--- src/rtl/zigbee_pad_mux.sv ---
// rtl/zigbee_pad_mux.sv - pad-side channel mux with synchronised inputs, strobed capture and blanked output switching
module zigbee_pad_mux #(
    parameter int IN_W        = 22,
    parameter int OUT_W       = 18,
    parameter int N_CH        = 4,
    parameter int SEL_W       = $clog2(N_CH),
    parameter int SYNC_STAGES = 2,
    parameter int BLANK_CYC   = 4
) (
    input  logic                    clk_i,
    input  logic                    resetn_i,
    input  logic [SEL_W-1:0]        sel_i,
    input  logic                    strobe_i,
    input  logic [IN_W-1:0]         pad_in_i,
    output logic [OUT_W-1:0]        pad_out_o,
    output logic [N_CH*IN_W-1:0]    ch_in_o,
    output logic [N_CH-1:0]         ch_in_vld_o,
    input  logic [N_CH*OUT_W-1:0]   ch_out_i,
    output logic                    busy_o,
    output logic                    drop_o
);

    localparam int CNT_W = (BLANK_CYC > 1) ? $clog2(BLANK_CYC) : 1;
    localparam logic [CNT_W-1:0] CNT_RELOAD = CNT_W'(BLANK_CYC - 1);

    typedef enum logic {
        ACTIVE = 1'b0,
        BLANK  = 1'b1
    } state_t;

    logic [SYNC_STAGES-1:0][SEL_W-1:0] sel_sync;
    logic [SYNC_STAGES-1:0]            stb_sync;
    logic [SYNC_STAGES-1:0][IN_W-1:0]  din_sync;
    logic                              stb_d;

    logic [SEL_W-1:0] sel_s;
    logic             stb_s;
    logic [IN_W-1:0]  din_s;
    logic             stb_e;

    state_t           state, state_n;
    logic [SEL_W-1:0] sel_q, sel_q_n;
    logic [CNT_W-1:0] cnt, cnt_n;
    logic             sel_chg;

    logic [OUT_W-1:0] out_word;
    logic [N_CH-1:0]  sel_oh;
    logic             capture_ok;

    // All pad inputs share one chain depth so sel_s, stb_s and din_s stay aligned.
    always_ff @(posedge clk_i or negedge resetn_i) begin
        if (!resetn_i) begin
            sel_sync <= '0;
            stb_sync <= '0;
            din_sync <= '0;
            stb_d    <= 1'b0;
        end else begin
            sel_sync <= {sel_sync[SYNC_STAGES-2:0], sel_i};
            stb_sync <= {stb_sync[SYNC_STAGES-2:0], strobe_i};
            din_sync <= {din_sync[SYNC_STAGES-2:0], pad_in_i};
            stb_d    <= stb_sync[SYNC_STAGES-1];
        end
    end

    assign sel_s   = sel_sync[SYNC_STAGES-1];
    assign stb_s   = stb_sync[SYNC_STAGES-1];
    assign din_s   = din_sync[SYNC_STAGES-1];
    assign stb_e   = stb_s & ~stb_d;
    assign sel_chg = (sel_s != sel_q);

    always_ff @(posedge clk_i or negedge resetn_i) begin
        if (!resetn_i) begin
            state <= ACTIVE;
            sel_q <= '0;
            cnt   <= '0;
        end else begin
            state <= state_n;
            sel_q <= sel_q_n;
            cnt   <= cnt_n;
        end
    end

    always_comb begin
        state_n = state;
        sel_q_n = sel_q;
        cnt_n   = cnt;
        case (state)
            ACTIVE: begin
                if (sel_chg) begin
                    sel_q_n = sel_s;
                    cnt_n   = CNT_RELOAD;
                    state_n = BLANK;
                end
            end
            BLANK: begin
                if (sel_chg) begin
                    sel_q_n = sel_s;
                    cnt_n   = CNT_RELOAD;
                end else if (cnt == '0) begin
                    state_n = ACTIVE;
                end else begin
                    cnt_n = cnt - CNT_W'(1);
                end
            end
            default: state_n = ACTIVE;
        endcase
    end

    // Out-of-range selects match no channel, so they yield zero output and no capture target.
    always_comb begin
        out_word = '0;
        sel_oh   = '0;
        for (int k = 0; k < N_CH; k++) begin
            if (sel_q_n == SEL_W'(k)) out_word = ch_out_i[k*OUT_W +: OUT_W];
            if (sel_q == SEL_W'(k))   sel_oh[k] = 1'b1;
        end
    end

    assign capture_ok = stb_e && (state == ACTIVE) && !sel_chg && (sel_oh != '0);

    always_ff @(posedge clk_i or negedge resetn_i) begin
        if (!resetn_i) begin
            pad_out_o   <= '0;
            busy_o      <= 1'b0;
            drop_o      <= 1'b0;
            ch_in_o     <= '0;
            ch_in_vld_o <= '0;
        end else begin
            pad_out_o   <= (state_n == BLANK) ? '0 : out_word;
            busy_o      <= (state_n == BLANK);
            drop_o      <= stb_e & ~capture_ok;
            ch_in_vld_o <= '0;
            for (int k = 0; k < N_CH; k++) begin
                if (capture_ok && sel_oh[k]) begin
                    ch_in_o[k*IN_W +: IN_W] <= din_s;
                    ch_in_vld_o[k]          <= 1'b1;
                end
            end
        end
    end

endmodule

--- config.mk ---
export PLATFORM = sky130hd
export DESIGN_NAME = zigbee_pad_mux
export DESIGN_NICKNAME = d
export VERILOG_FILES = /design/src/rtl/zigbee_pad_mux.sv
export SDC_FILE = /design/constraint.sdc
export NUM_CORES = 1
export LEC_CHECK = 0
export ABC_AREA = 1
export CORE_ASPECT_RATIO = 0.75
export CORE_UTILIZATION = 30
export DETAILED_ROUTE_END_ITERATION = 7
export PLACE_DENSITY_LB_ADDON = 0.05
export SLEW_MARGIN = 10
export SYNTH_ARGS = -nofsm -noshare
export SYNTH_HDL_FRONTEND = slang
export SYNTH_SLANG_ARGS = --single-unit
--- constraint.sdc ---
create_clock -name clk_i -period 2 [get_ports clk_i]
set_clock_uncertainty 0.05 [all_clocks]
set_input_delay 0.4 -clock clk_i [delete_from_list [all_inputs] [get_ports clk_i]]
set_output_delay 0.4 -clock clk_i [all_outputs]
set_load 0.05 [all_outputs]
==> results of run 1 <==
[metrics by stage]
step,instance area [um2],power [mW],util,instances
floorplan,6524,3.973,-,659
global placement,8816,4.408,0.4151,1129
detailed placement,8816,4.420,0.4151,1129
CTS,9395,8.084,0.4424,1161
global route,9398,8.299,0.4425,1161
finish,9398,7.999,0.4425,1161
[synthesized netlist by cell type]
| cell type | count | area (um2) |
|---|---|---|
| a21oi_1 | 8 | 40.04 |
| buf_2 | 24 | 120.1 |
| buf_4 | 2 | 15.01 |
| buf_6 | 8 | 90.09 |
| clkbuf_1 | 13 | 48.80 |
| dfrtp_1 | 167 | 4179 |
| ha_1 | 1 | 12.51 |
| inv_1 | 22 | 82.58 |
| inv_2 | 5 | 18.77 |
| nand2_1 | 236 | 885.9 |
| nand2_2 | 3 | 18.77 |
| nand3_1 | 18 | 90.09 |
| nand4_1 | 88 | 550.5 |
| nand4_4 | 4 | 85.08 |
| nor2_1 | 27 | 101.4 |
| nor2_2 | 3 | 18.77 |
| nor2_4 | 1 | 11.26 |
| nor3_1 | 1 | 5.000 |
| o21ai_0 | 16 | 80.08 |
| o21ai_1 | 6 | 30.03 |
| or2_2 | 5 | 31.28 |
| xor2_1 | 1 | 8.760 |
[layout make-up]
type	count	area, um2	area share
Inverter	27	101.3	0.01078
Tap cell	288	360.3	0.03834
Clock buffer	18	429.2	0.04567
Sequential cell	167	4179	0.4447
Clock inverter	13	217.7	0.02317
Timing Repair Buffer	230	2133	0.2270
Multi-Input combinational cell	418	1977	0.2104
[metal layers]
metal	track usage	vias to the layer above	share of wire
li1	-	2572	-
met1	0.2631	2609	0.48
met2	0.2818	170	0.45
met3	0.05369	15	0.065
met4	0.04425	0	0.0088
met5	0	-	0
[cells by family after synthesis]
group,count (synthesis),synth area share
AND/OR/NAND/NOR,386,0.2756
flip-flops,167,0.6406
buffers and inverters,74,0.05754
AO/OA/AOI/OAI,30,0.02302
XOR/XNOR,1,0.001343
adder cells (fa/ha/maj),1,0.001918
[final timing paths]
path | start | to | slack (ps) | cells past startpoint
max in group asynchronous | resetn_i | pad_out_o[14]$_DFF_PN0_ | 860 | 3
worst max register to register | sel_s[1]$_DFF_PN0_ | ch_in_o[79]$_DFFE_PN0P_ | 320 | 6
worst min register to register | din_sync[13]$_DFF_PN0_ | din_s[13]$_DFF_PN0_ | 300 | 0
worst max-delay path | ch_in_o[40]$_DFFE_PN0P_ | ch_in_o[40] | 190 | 1
worst min-delay path | din_sync[13]$_DFF_PN0_ | din_s[13]$_DFF_PN0_ | 300 | 0
min in group asynchronous | resetn_i | ch_in_vld_o[3]$_DFF_PN0_ | 450 | 2
[repair_timing]
item                       4_1_cts  5_1_grt
hold buffers                     1        0
setup endpoints to repair       62        1
hold endpoints to repair        44        0
gates resized for setup         62        1
[report_power, final]
part,switching (mW),internal [mW],total [mW]
Combinational,0.462,0.316,0.778
Sequential,0.0844,3.47,3.56
Clock,1.42,2.24,3.66
[registers in the layout, indices dropped and copies added, names as in the netlist, 2 cells and up]
name,count
ch_in_o,88
din_s,22
din_sync,22
pad_out_o,18
ch_in_vld_o,4
cnt,2
sel_q,2
sel_s,2
sel_sync,2
stb_sync,2
==> run_results.csv, run 1 <==
group,metric,value,unit
critical_path,crit_fanout,2,
die,core,21240,um2
drt,wl_per_cell,17.17,um
critical_path,crit_chain,"dlygate4sd2_1",
power,ir_drop,0.0005495,V
critical_path,crit_type,"register to output pin",
die,pin_count,211,
sta,max_freq,553.5,MHz
place,portBuffers,210,
drt,first_pass_iters,5,
yosys,syn_area_per_cell,9.899,um2
global_route,antenna_found_initial,0,
critical_path,endpoint_kind,"output pin",
place,dpl.hpwl,14.04,mm
sta,final.setup.tns,0,ps
place,pre_cts_slack,349.1,ps
cts,cts_max_level,4,
final_layout,drive_gt1_frac,0.1386,
yosys,ys_warn_count,0,
critical_path,cpLargestDelayFamily,"buffers and inverters",
die,die_x,172.3,um
final_layout,fillers,2081,
drt,vias_per_cell,4.622,
global_route,grtUsageTotal,0.1863,
sta,worstMarginPinSlew,532.0,ps
cts,cts_sinks,167,
sta,rsz0062_at_grt,"no",
run,max_cap_viol_count,0,
drt,drc,0,
sta,setup_viol,0,
power,powerDensity,851.2,nW/um2
final_layout,antennaDiodeCount,0,
die,die-area,22350,um2
cts,root_buffer,"clkbuf_16",
place,gp_congestion,0.8009,
yosys,synth_area,6524,um2
drt,drt_iter0_markers,390,
final_layout,syn_to_final_growth,44.05,%
global_route,grt_pass1_vias,5418,
sta,hold_viol,0,
critical_path,worst-path-buf-inv,1,
global_route,grt_start_max_net_pins,58,
yosys,ys_seq_area_frac,0.6406,
final_layout,layout_common_cells,"nand2_1 (236), dfrtp_1 (167), clkdlybuf4s50_1 (97), nand4_1 (88)",
cts,postCtsSetupRepairBufs,0,
cts,clk_pin_slew,60,ps
final_layout,final_common_cell,"nand2_1",
critical_path,slowest_stage,"dlygate4sd2_1",
cts,cts_tree,"done",
sta,setup_slack,193.4,ps
cts,cts_buffers,17,
sta,relSlewSlack,0.6467,
die,start_util,0.3072,
yosys,ys_seq_elements,167,
sta,holdWs,297.1,ps
yosys,ys_types,22,
cts,clock_latency,420,ps
critical_path,worst_ep_arrival_time,1360,ps
critical_path,start_kind,"register",
drt,ant_nets,0,
sta,fin_crit,1807,ps
worst_hold_path,hold_path_class,"register to register",
power,power.leakage,4.995,nW
final_layout,final_nets,961,
drt,wirelength,19.94,mm
global_route,grt_overflow,0,
drt,vias,5366,
sta,slew_violations,0,
global_route,grt_pass1_wl,31.07,mm
die,rows,46,
cts,clockBufferDepth,2,
yosys,synth_cells,659,
sta,min_period_over_period,0.9033,
outcome,status,"complete, no violations",
critical_path,crit_required,1550,ps
critical_path,critical_path.max_stage_delay,540,ps
die,die_h,129.7,um
yosys,syn-num-nets,759,
(Power assumes the default switching activity.)
==> run 2: changes to the inputs <==
DONT_BUFFER_PORTS = 1   (was not set)
==> run 2 against run 1 <==
The run now ends with hold timing left. Routed wire length is 7.0% lower. Critical endpoint is now ch_in_o[10]$_DFFE_PN0P_. Sequential cell count stayed put. Core utilization is 8.5 points lower. First-iteration DRC count is 11% lower. Clock power is 13% lower. Sequential share of layout area is 11 points higher. Non-clock buffer count is 189 lower. Cell count is 16% lower. Highest routed layer unchanged. Largest cell class unchanged.
==> run_results.csv, run 2 (synthesis gave the netlist of run 1 again) <==
group,metric,value,unit
outcome,status,"complete, but fails checks",
outcome,violations,"hold timing",
final_layout,antennaDiodeCount,0,
die,pin_count,211,
critical_path,worst_ep_arrival_time,2010,ps
power,power_frac_seq,0.511,
cts,cts-hold-fix-buffers,25,
critical_path,rrSetupSlack,290,ps
drt,wl_per_cell,19.10,um
cts,clk_pin_slew,70,ps
sta,slew_violations,0,
drt,ant_nets,0,
final_layout,fillers,2166,
sta,min_period_over_period,0.8539,
final_layout,drive_gt1_frac,0.09663,
final_layout,layout_common_cells,"nand2_1 (236), dfrtp_1 (167), nand4_1 (88), nor2_1 (26), dlygate4sd3_1 (25)",
critical_path,crit_fanout,52,
cts,clock_latency,410,ps
drt,drt_iter0_markers,348,
place,dpl.hpwl,12.35,mm
cts,cts_sinks,167,
global_route,grt_pass1_wl,28.08,mm
power,p_int,5.433,mW
critical_path,crit_type,"register to register",
drt,vias_per_cell,4.814,
drt,vias,4674,
place,dp_cells,916,
critical_path,crit_chain,"inv_2 -> nand2_1 -> nand2_1 -> nor2_4 -> buf_12 -> nand4_1 -> nand2_1",
worst_hold_path,hold_path_class,"primary input to async pin",
sta,max_freq,585.6,MHz
critical_path,slowest_stage,"dfrtp_1",
power,power_frac_clock,0.442,
critical_path,crit_top_cell,"nand2_1",
sta,setup_viol,0,
place,gp_congestion,0.8260,
sta,relSlewSlack,0.6346,
die,rows,46,
power,comb_power_share,0.047,
sta,fin_crit,1708,ps
sta,holdWs,-370.4,ps
critical_path,critical_path.max_stage_delay,500,ps
critical_path,r2r_start,"sel_s[1]$_DFF_PN0_",
power,powerDensity,955.9,nW/um2
sta,hold_viol,167,
cts,root_buffer,"clkbuf_16",
power,p_sw,1.817,mW
sta,rsz0062_at_grt,"no",
sta,worstMarginPinSlew,548.1,ps
cts,cts_max_level,4,
global_route,grtUsageTotal,0.1709,
die,die_h,129.7,um
critical_path,crit_required,2310,ps
final_layout,largest_reg_flops,88,
die,start_util,0.3072,
sta,final.setup.tns,0,ps
critical_path,r2r_cells,7,
final_layout,stdcell_count,971,
drt,wirelength,18.55,mm
global_route,grt_start_max_net_pins,168,
cts,cts_tree,"done",
cts,cts_buffers,17,
run,max_cap_viol_count,0,
global_route,grt_pass1_vias,4614,
drt,first_pass_iters,4,
die,die_x,172.3,um
final_layout,final_nets,772,
final_layout,final_common_cell,"nand2_1",
power,ir_drop,0.0003820,V
critical_path,start_kind,"register",
power,p_sw_frac,0.2506,
drt,drc,0,
final_layout,top_register,"ch_in_o",
die,core,21240,um2
cts,clockBufferDepth,2,
power,power.leakage,3.848,nW
critical_path,endpoint_kind,"register",
global_route,antenna_found_initial,0,
place,portBuffers,0,
die,die-area,22350,um2
critical_path,reg2reg_to,"ch_in_o[10]$_DFFE_PN0P_",
global_route,grt_overflow,0,
final_layout,syn_to_final_growth,16.26,%
## run 2: changes by cell type in the layout (fill, tap and decap cells not counted), sizes merged
| cell | delta |
|---|---|
| buf | -53 |
| bufinv | -3 |
| clkbuf | +1 |
| clkdlybuf4s50 | -97 |
| clkinv | +5 |
| dlygate4sd2 | -62 |
| dlygate4sd3 | +24 |
| dlymetal6s2s | -1 |
| inv | -4 |
## run 2: critical path: cells and delay by family (launching register included)
family,cells,cell delay (ps)
flops,1,500
simple gates,5,670
buf+inv,2,400
## run 2: power by group through the flow
stage                     registers [mW]  logic, mW  clock network [mW]
after detailed placement            3.77      0.307                   0
after floorplan                     3.72      0.249                   0
final                               3.70      0.342                3.20
after CTS                           3.70      0.347                3.30
after global routing                3.71      0.386                3.45
after global placement              3.77      0.301                   0
## run 2: what timing repair did
item | CTS | global route
buffers inserted | 0 | 0
endpoints found under the hold margin | 192 | 167
gates resized for setup | 0 | 0
## run 2: routing by layer
layer  track usage  up-vias  wire length, um
met5             0        -                0
met4       0.05102        0              210
met3       0.05793       17             1508
met2        0.2543      159             8279
met1        0.2352     2302             8551
li1              -     2196                -
## run 2: layout make-up
cell class | instances | area, um2 | share of cell area
Clock buffer | 19 | 432.9 | 0.05708
Clock inverter | 11 | 126.4 | 0.01666
Inverter | 27 | 101.3 | 0.01336
Multi-Input combinational cell | 418 | 1977 | 0.2606
Sequential cell | 167 | 4179 | 0.5510
Tap cell | 288 | 360.3 | 0.04751
Timing Repair Buffer | 41 | 407.9 | 0.05378
## run 2: how the worst max path moves through the flow
stage | start | endpoint | slack [ps] | cells past startpoint
detailed placement | stb_d$_DFF_PN0_ | ch_in_o[75]$_DFFE_PN0P_ | 260 | 6
global route | sel_s[1]$_DFF_PN0_ | pad_out_o[12]$_DFF_PN0_ | 10 | 6
global placement | busy_o$_DFF_PN0_ | ch_in_o[85]$_DFFE_PN0P_ | 290 | 4
finish | sel_s[1]$_DFF_PN0_ | ch_in_o[10]$_DFFE_PN0P_ | 290 | 7
floorplan | busy_o$_DFF_PN0_ | ch_in_o[10]$_DFFE_PN0P_ | 350 | 6
CTS | stb_d$_DFF_PN0_ | ch_in_o[76]$_DFFE_PN0P_ | 240 | 6
## run 2: through the flow
| step | setup slack [ps] | total power [mW] | utilization | cell area, um2 | hold slack [ps] |
|---|---|---|---|---|---|
| CTS | 242.1 | 7.355 | 0.3571 | 7585 | -401.7 |
| floorplan | 350.4 | 3.973 | - | 6524 | 54.41 |
| detailed placement | 256.9 | 4.076 | 0.3190 | 6775 | 60.72 |
| global placement | 287.6 | 4.070 | 0.3190 | 6775 | 61.31 |
| finish | 292.2 | 7.251 | 0.3571 | 7585 | -370.4 |
| global route | 12.96 | 7.548 | 0.3571 | 7585 | -408.4 |
==> run 3: changes to the inputs <==
HOLD_SLACK_MARGIN = 0.12   (was not set)
RECOVER_POWER = 25   (was not set)
==> run 3 against run 2 <==
Global-route usage up 0.18 points. Non-clock buffer count up 16. Die area unchanged. Via count up 2.2%. Largest power group unchanged. The run still ends with hold timing left. Register-to-register slack about the same. Design area up 2.1%. First-iteration DRC count up 2.6%. Power up 0.37%. Combinational power up 7.6%.
==> run_results.csv, run 3 (synthesis gave the netlist of run 1 again) <==
group,metric,value,unit
final_layout,syn_to_final_growth,18.76,%
outcome,status,"complete, but fails checks",
global_route,busiest_layer,"met2",
power,comb_power_share,0.051,
drt,vias_per_cell,4.834,
global_route,use_met2,0.2574,
sta,hold_viol,167,
sta,holdWs,-375.0,ps
global_route,grt_overflow,0,
critical_path,crit_required,2280,ps
drt,drt_iter0_markers,357,
sta,setup_viol,0,
critical_path,rrSetupSlack,290,ps
drt,first_pass_iters,4,
die,pin_count,211,
place,gp_congestion,0.8260,
global_route,grt_pass1_wl,28.38,mm
drt,wl_per_cell,19.00,um
sta,min_period_over_period,0.8572,
critical_path,worst_ep_arrival_time,1990,ps
die,rows,46,
final_layout,final_common_cell,"nand2_1",
final_layout,drive_gt1_frac,0.09442,
critical_path,crit_type,"register to register",
sta,final.setup.tns,0,ps
drt,wirelength,18.77,mm
power,p_sw,1.824,mW
cts,clockBufferDepth,2,
place,portBuffers,0,
cts,cts-resized-gates,0,
cts,cts_sinks,167,
cts,clock_latency,420,ps
global_route,antenna_found_initial,1,
final_layout,layout_common_cells,"nand2_1 (236), dfrtp_1 (167), nand4_1 (88), dlygate4sd3_1 (41), nor2_1 (26)",
sta,max_freq,583.3,MHz
drt,vias,4776,
power,powerDensity,939.4,nW/um2
cts,cts_max_level,4,
drt,ant_nets,0,
power,ir_drop,0.0003829,V
run,max_cap_viol_count,0,
global_route,grt_pass1_vias,4721,
critical_path,crit_fanout,17,
place,dpl.hpwl,12.35,mm
global_route,grt_use_met3,0.05823,
die,die_h,129.7,um
power,power_frac_seq,0.509,
cts,cts_buffers,17,
power,power.leakage,3.914,nW
sta,worstMarginPinSlew,542.9,ps
global_route,use_met1,0.2369,
die,core,21240,um2
die,start_util,0.3072,
critical_path,start_kind,"register",
power,p_sw_frac,0.2507,
global_route,grtUsageTotal,0.1727,
cts,postCtsSetupRepairBufs,0,
die,die-area,22350,um2
final_layout,fillers,2160,
drt,drc,0,
final_layout,final_nets,788,
sta,slew_violations,0,
cts,cts-hold-fix-buffers,41,
power,power_frac_clock,0.440,
cts,cts_tree,"done",
final_layout,largest_reg_flops,88,
worst_hold_path,hold_path_class,"primary input to async pin",
outcome,violations,"hold timing",
global_route,grt_start_max_net_pins,168,
cts,root_buffer,"clkbuf_16",
sta,fin_crit,1714,ps
sta,setup_slack,285.5,ps
cts,clk_pin_slew,70,ps
critical_path,endpoint_kind,"register",
sta,relSlewSlack,0.6381,
sta,rsz0062_at_grt,"no",
place,pre_cts_slack,256.9,ps
die,die_x,172.3,um
power,p_int,5.453,mW
final_layout,top_register,"ch_in_o",
-- run 3: worst max-delay path, cell delays in order, from the launching register on --
cell	delay [ps]
dfrtp_1	490
inv_2	110
nand2_1	70
nand2_1	80
nor2_4	290
nand2_2	310
a21oi_1	230
-- run 3: final timing paths --
path,startpoint,end,cells after the start
setup / recovery,sel_s[1]$_DFF_PN0_,pad_out_o[12]$_DFF_PN0_,6
hold / removal,resetn_i,ch_in_o[84]$_DFFE_PN0P_,0
setup reg to reg,sel_s[1]$_DFF_PN0_,pad_out_o[12]$_DFF_PN0_,6
hold reg to reg,din_sync[16]$_DFF_PN0_,din_s[16]$_DFF_PN0_,0
max in group asynchronous,resetn_i,din_s[3]$_DFF_PN0_,0
min in group clk_i,ch_out_i[19],pad_out_o[1]$_DFF_PN0_,4
-- run 3: layout make-up --
class                           instances  area (um2)  share of cell area
Antenna cell                            1       2.502           0.0003230
Clock buffer                           19       432.9             0.05588
Clock inverter                         11       126.4             0.01631
Inverter                               27       101.3             0.01308
Multi-Input combinational cell        418        1977              0.2552
Sequential cell                       167        4179              0.5394
Tap cell                              288       360.3             0.04651
Timing Repair Buffer                   57       568.0             0.07332
-- run 3: power by group through the flow --
stage	logic, mW	clock network, mW	registers [mW]
after floorplan	0.249	0	3.72
after CTS	0.372	3.30	3.70
after global placement	0.301	0	3.77
final	0.368	3.21	3.70
after global routing	0.413	3.45	3.71
after detailed placement	0.307	0	3.77
-- run 3: metal layers --
metal | share of wire | wire length (um)
met3 | 0.079 | 1490
met1 | 0.46 | 8616
met2 | 0.45 | 8428
met4 | 0.013 | 238
met5 | 0 | 0
-- run 3: stage by stage --
| step | cell area (um2) | power, mW | utilization | cells | hold WS (ps) |
|---|---|---|---|---|---|
| floorplan | 6524 | 3.973 | - | 659 | 54.41 |
| CTS | 7745 | 7.379 | 0.3647 | 987 | -401.7 |
| global placement | 6775 | 4.070 | 0.3190 | 916 | 61.31 |
| detailed placement | 6775 | 4.076 | 0.3190 | 916 | 60.72 |
| global route | 7747 | 7.575 | 0.3648 | 988 | -408.4 |
| finish | 7747 | 7.278 | 0.3648 | 988 | -375.0 |
